<file path="config.mk">
export PLATFORM = sky130hd
export DESIGN_NAME = i2s_tx_441
export DESIGN_NICKNAME = d
export VERILOG_FILES = /design/src/rtl/audio_pkg.sv /design/src/rtl/pcm_gain.sv /design/src/rtl/i2s_tx_441.sv
export SDC_FILE = /design/constraint.sdc
export NUM_CORES = 1
export LEC_CHECK = 0
export BUFFER_PORTS_ARGS = -buffer_cell sky130_fd_sc_hd__buf_4
export CAP_MARGIN = 5
export CORE_ASPECT_RATIO = 0.8
export CORE_MARGIN = 10
export CORE_UTILIZATION = 65
export CTS_CLUSTER_DIAMETER = 50
export DETAILED_ROUTE_END_ITERATION = 10
export PLACE_DENSITY = 0.88
export SYNTH_ARGS = -nofsm -noshare
export SYNTH_HDL_FRONTEND = slang
export SYNTH_SLANG_ARGS = --single-unit
</file>
<file path="constraint.sdc">
create_clock -name bck882 -period 17.01 [get_ports bck882]
set_clock_uncertainty 0.2 [all_clocks]
set_input_delay 1.701 -clock bck882 [delete_from_list [all_inputs] [get_ports bck882]]
set_output_delay 1.701 -clock bck882 [all_outputs]
set_load 0.01 [all_outputs]
</file>
<file path="src/rtl/audio_pkg.sv">
// Shared constants and gain-state encoding for the 44.1 kHz I2S transmit path.
package audio_pkg;

    localparam int FRAME_CYCLES = 128;
    localparam int SLOT_BITS    = 32;
    localparam int PHASE_W      = $clog2(FRAME_CYCLES);

    typedef enum logic [1:0] {
        PLAY    = 2'd0,
        RAMP_DN = 2'd1,
        MUTED   = 2'd2,
        RAMP_UP = 2'd3
    } gain_state_t;

endpackage

</file>
<file path="src/rtl/pcm_gain.sv">
// Signed sample times unsigned gain, rescaled so g = 2**UNITY_SHIFT is bit-exact.
module pcm_gain
    import audio_pkg::*;
#(
    parameter int UNITY_SHIFT = 5
) (
    input  logic signed [SLOT_BITS-1:0] x,
    input  logic        [UNITY_SHIFT:0] g,
    output logic signed [SLOT_BITS-1:0] y
);

    // Sample width plus gain magnitude bits plus a sign bit for the zero-extended gain.
    localparam int PROD_W = SLOT_BITS + UNITY_SHIFT + 2;

    logic signed [PROD_W-1:0] x_ext;
    logic signed [PROD_W-1:0] g_ext;
    logic signed [PROD_W-1:0] prod;

    always_comb begin
        x_ext = {{(PROD_W-SLOT_BITS){x[SLOT_BITS-1]}}, x};
        g_ext = {{(PROD_W-UNITY_SHIFT-1){1'b0}}, g};
        prod  = x_ext * g_ext;
        y     = SLOT_BITS'(prod >>> UNITY_SHIFT);
    end

endmodule

</file>
<file path="src/rtl/i2s_tx_441.sv">
// I2S transmitter for one 44.1 kHz stereo frame per 128 bck882 cycles,
// with sample hand-off, underrun/overrun tracking and a soft-mute gain ramp.
module i2s_tx_441
    import audio_pkg::*;
#(
    parameter int UNITY_SHIFT     = 5,
    parameter bit UNDERRUN_REPEAT = 1'b1
) (
    input  logic        bck882,
    input  logic        reset,
    input  logic [31:0] pcm_left,
    input  logic [31:0] pcm_right,
    input  logic        pcm_valid,
    input  logic        mute,
    output logic        bck_out,
    output logic        lrck,
    output logic        sdata,
    output logic        muted,
    output logic        overrun,
    output logic [7:0]  underrun_cnt
);

    localparam int                GAIN_W = UNITY_SHIFT + 1;
    localparam logic [GAIN_W-1:0] UNITY  = GAIN_W'(2 ** UNITY_SHIFT);

    logic [PHASE_W-1:0]     phase;
    logic [PHASE_W-1:0]     phase_nx;
    logic                   load;
    logic                   have_sample;
    logic [2*SLOT_BITS-1:0] shreg;
    logic [SLOT_BITS-1:0]   hold_l, hold_r;
    logic                   pending;
    logic [SLOT_BITS-1:0]   src_l, src_r;
    logic [SLOT_BITS-1:0]   gained_l, gained_r;
    gain_state_t            state, state_nx;
    logic [GAIN_W-1:0]      gain, gain_nx;

    assign phase_nx    = phase + PHASE_W'(1);
    assign load        = (phase == PHASE_W'(FRAME_CYCLES - 1));
    assign have_sample = pending | pcm_valid;
    assign bck_out     = phase[0];

    // With nothing pending, the hold registers still contain the last loaded sample,
    // so they double as the repeat source on underrun.
    always_comb begin
        // NOTE: every always_comb output gets a default first so no path leaves it unassigned (no latch).
        src_l = hold_l;
        src_r = hold_r;
        if (pcm_valid) begin
            src_l = pcm_left;
            src_r = pcm_right;
        end else if (!pending && !UNDERRUN_REPEAT) begin
            src_l = '0;
            src_r = '0;
        end
    end

    // The next gain must be known combinationally: the frame loaded at this
    // boundary already uses it.
    always_comb begin
        state_nx = state;
        gain_nx  = gain;
        if (mute && state != MUTED) begin
            gain_nx  = gain - GAIN_W'(1);
            state_nx = (gain_nx == '0) ? MUTED : RAMP_DN;
        end else if (!mute && state != PLAY) begin
            gain_nx  = gain + GAIN_W'(1);
            state_nx = (gain_nx == UNITY) ? PLAY : RAMP_UP;
        end
    end

    pcm_gain #(.UNITY_SHIFT(UNITY_SHIFT)) u_gain_l (
        .x (src_l),
        .g (gain_nx),
        .y (gained_l)
    );

    pcm_gain #(.UNITY_SHIFT(UNITY_SHIFT)) u_gain_r (
        .x (src_r),
        .g (gain_nx),
        .y (gained_r)
    );

    always_ff @(posedge bck882) begin
        if (reset) begin
            // NOTE: the datapath registers are reset too, so a frame aborted by reset is followed by silence.
            phase        <= '0;
            lrck         <= 1'b0;
            sdata        <= 1'b0;
            shreg        <= '0;
            hold_l       <= '0;
            hold_r       <= '0;
            pending      <= 1'b0;
            overrun      <= 1'b0;
            underrun_cnt <= '0;
            state        <= PLAY;
            gain         <= UNITY;
            muted        <= 1'b0;
        end else begin
            // NOTE: non-blocking assignments throughout, so every right-hand side sees pre-edge values.
            phase <= phase_nx;
            lrck  <= phase_nx[PHASE_W-1];

            // Data advances only on the edge where bck_out falls; the load edge
            // also emits the previous frame's last bit, giving the one-bit I2S delay.
            if (phase[0]) begin
                sdata <= shreg[2*SLOT_BITS-1];
                shreg <= load ? {gained_l, gained_r} : (shreg << 1);
            end

            if (pcm_valid) begin
                hold_l <= pcm_left;
                hold_r <= pcm_right;
            end
            if (pcm_valid && pending) begin
                overrun <= 1'b1;
            end

            if (load) begin
                pending <= 1'b0;
                state   <= state_nx;
                gain    <= gain_nx;
                muted   <= (state_nx == MUTED);
                if (!have_sample && underrun_cnt != 8'hFF) begin
                    underrun_cnt <= underrun_cnt + 8'd1;
                end
            end else if (pcm_valid) begin
                pending <= 1'b1;
            end
        end
    end

endmodule

</file>
==> metrics.yaml <==
finish:
  final_common_cell: "nor2_1"
  n_antenna_cell: 0
  stdcell_area_mm2: 0.01968
  area.growth.synth_to_final_pct: 8.180
  regArea_mm2: 0.003104
  multi_input_area_mm2: 0.01374
  final_layout_size_suffix_gt1_share_pct: 7.443
  postLayoutCoreUtil_pct: 71.73
  fillers: 1988
  fin_nets: 2615
  instances_no_fill: 2527
  final_cell_mix: "482 x nor2_1, 271 x inv_1, 250 x fa_1"
critical_path:
  critical_path.endpoint_type: "register"
  critPathKind: "input pin to register"
  cp.arrival_ns: 8.50
  critPathLaunchType: "input pin"
  required_ns: 17.17
  critPathMaxFanout: 65
synth:
  ys_types: 78
  synthesis.nets: 2600
  syn_avg_cell_area_um2: 8.519
  syn_area_mm2: 0.01819
  synth_ff_type: "dfxtp_1"
  synth_edf_count: 0
  ys_ff_latch: 155
  synth-async-reset-ratio_pct: 0
  syn_inst: 2135
  yosysSeqAreaShare_pct: 17.06
  yosysWarnings: 0
timing:
  slew_violations: 0
  max_freq_ghz: 0.1199
  hold_violations: 0
  period_minus_slack_ns: 8.339
  period_share_pct: 49.02
  setup_viol: 0
  fin_setup_tns_ns: 0
  rsz0062_at_grt: "false"
  tightest_slew_ns: 0.9195
  relSlewSlack_pct: 38.70
global_routing:
  grt_start_max_net_pins: 68
  grt_pass1_wl_mm: 77.60
  gr-usage-all-layers_pct: 26.33
  antenna_found_initial: 1
  overflow: 0
  grt_pass1_vias: 15810
placed_design:
  place_area_mm2: 0.01904
  gp_congestion: 0.9234
  dp_cells: 2495
  hpwl_mm: 33.85
  portBuffers: 80
floorplanning:
  die_x_um: 207.0
  dieArea_mm2: 0.03511
  die_h_um: 169.6
  pin_count: 81
  core_area_mm2: 0.02743
  num_rows: 54
  start_util_pct: 66.30
pwr:
  clock_power_share_pct: 20.7
  power_frac_comb_pct: 60.5
  p_leak_uw: 0.009857
  p_sw_uw: 923.4
  pwr_density_cell_mw_per_mm2: 104.1
  swShare_pct: 45.10
  seqPwrFrac_pct: 18.8
  peakVddDrop_mv: 0.08080
  p_int_uw: 1124
clock_network:
  cts-hold-fix-buffers: 0
  clkTransAtPathRegs_ns: 0.07
  insertion_delay_ns: 0.45
  cts_buffers: 17
  clock_sinks: 155
  clockRootBuffer: "clkbuf_16"
  postCtsSetupBuffers: 0
  htreeDepth: 4
  clockBufferDepth: 2
  cts_resized: 0
  cts_tree: "yes"
route:
  drt_iter0_drc: 1387
  num_vias: 15200
  drtPass1Iterations: 6
  antenna_left: 0
  wl_per_cell_um: 18.26
  viasPerCell: 6.014
  post-route-drc-count: 0
  wirelength_mm: 46.16
min_path:
  min_path_type: "register to register"
run:
  cap_violations: 0
outcome:
  status: "finished, final reports clean"
-- synthesized netlist by cell type, drive strengths merged (19+ instances only) --
library cell | count | share of area [%]
nor2 | 485 | 10
clkbuf | 79 | 1.6
nand2b | 54 | 1.9
xnor2 | 53 | 2.6
a311oi | 25 | 1.3
buf | 21 | 0.54
mux2i | 71 | 3.9
dfxtp | 155 | 17
nand2 | 101 | 2.1
ha | 147 | 10
inv | 271 | 5.6
fa | 250 | 28
o21ai | 71 | 2.0
nand3 | 19 | 0.52
a21o | 49 | 2.1
xor2 | 35 | 1.7
a21oi | 69 | 1.9
a22oi | 33 | 1.4
-- power groups by stage --
stage          clock [uW]  sequential [uW]  combinational [uW]
6_report              424              385                1240
5_1_grt               440              386                1390
4_1_cts               425              385                1220
3_5_place_dp            0              392                1190
3_3_place_gp            0              392                1150
2_1_floorplan           0              391                 934
-- critical path, stage by stage --
cell	delay, ns
buf_4	0.13
inv_1	0.09
nor2_1	0.37
a22oi_1	0.23
xor2_4	0.17
buf_4	0.73
nor2_1	0.17
fa_1	0.56
fa_1	0.53
fa_1	0.50
inv_1	0.05
fa_1	0.48
inv_1	0.05
ha_1	0.34
a21oi_1	0.19
o21a_1	0.17
o21ai_0	0.12
o21ba_2	0.26
or4b_4	0.58
a31oi_4	0.25
o21ai_2	0.12
a221oi_2	0.30
xor2_1	0.10
a311oi_1	0.27
-- layer usage --
| layer | vias up | share of wire (%) | track usage, % |
|---|---|---|---|
| met5 | - | 0 | 0 |
| met4 | 0 | 2.5 | 8.584 |
| met3 | 118 | 8.6 | 4.617 |
| met2 | 755 | 46 | 42.65 |
| met1 | 7431 | 43 | 35.23 |
| li1 | 6894 | - | - |
-- area by class of cell --
| cell class | count | area share [%] |
|---|---|---|
| inverter | 271 | 5.170 |
| multi-input combinational | 1609 | 69.86 |
| clock inverter | 13 | 0.9666 |
| clock buffer | 19 | 2.251 |
| tap | 364 | 2.315 |
| sequential | 155 | 15.78 |
| timing repair buffer | 96 | 3.663 |
-- cell families (layout without fill, tap and decap cells) --
group | Yosys count | count (layout) | share of synthesized area, %
flops | 155 | 155 | 17.06
fa+ha+maj | 397 | 397 | 37.63
compound gates | 314 | 314 | 11.81
simple gates | 738 | 738 | 17.43
mux | 71 | 71 | 3.949
buf+inv | 371 | 399 | 7.767
xor+xnor | 89 | 89 | 4.362
-- sequential cells by signal (all words and copies together) (netlist names) --
name	cells
shreg	64
hold_l	32
hold_r	32
underrun_cnt	8
gain	6
phase	6
state	2
lrck	1
muted	1
overrun	1
pending	1
sdata	1
-- path summary, 6_finish.rpt --
| kind | startpoint | end | slack (ns) | cells past startpoint |
|---|---|---|---|---|
| worst max register to register | gain[0] | shreg[28] | 9.24 | 24 |
| worst max-delay path | mute | shreg[28] | 8.67 | 24 |
| worst min-delay path | shreg[35] | shreg[36] | 0.28 | 2 |
| worst min register to register | shreg[35] | shreg[36] | 0.28 | 2 |
-- metrics by stage --
step / worst slack (ns) / hold slack [ns] / total power [uW]
3_5_place_dp: 8.297 / 0.2664 / 1586
3_3_place_gp: 8.642 / 0.2435 / 1538
4_1_cts: 8.783 / 0.2813 / 2027
6_report: 8.671 / 0.2800 / 2048
5_1_grt: 8.307 / 0.2965 / 2214
2_1_floorplan: 8.934 / 0.2368 / 1325
No activity file was read; power rests on OpenSTA's default activity.
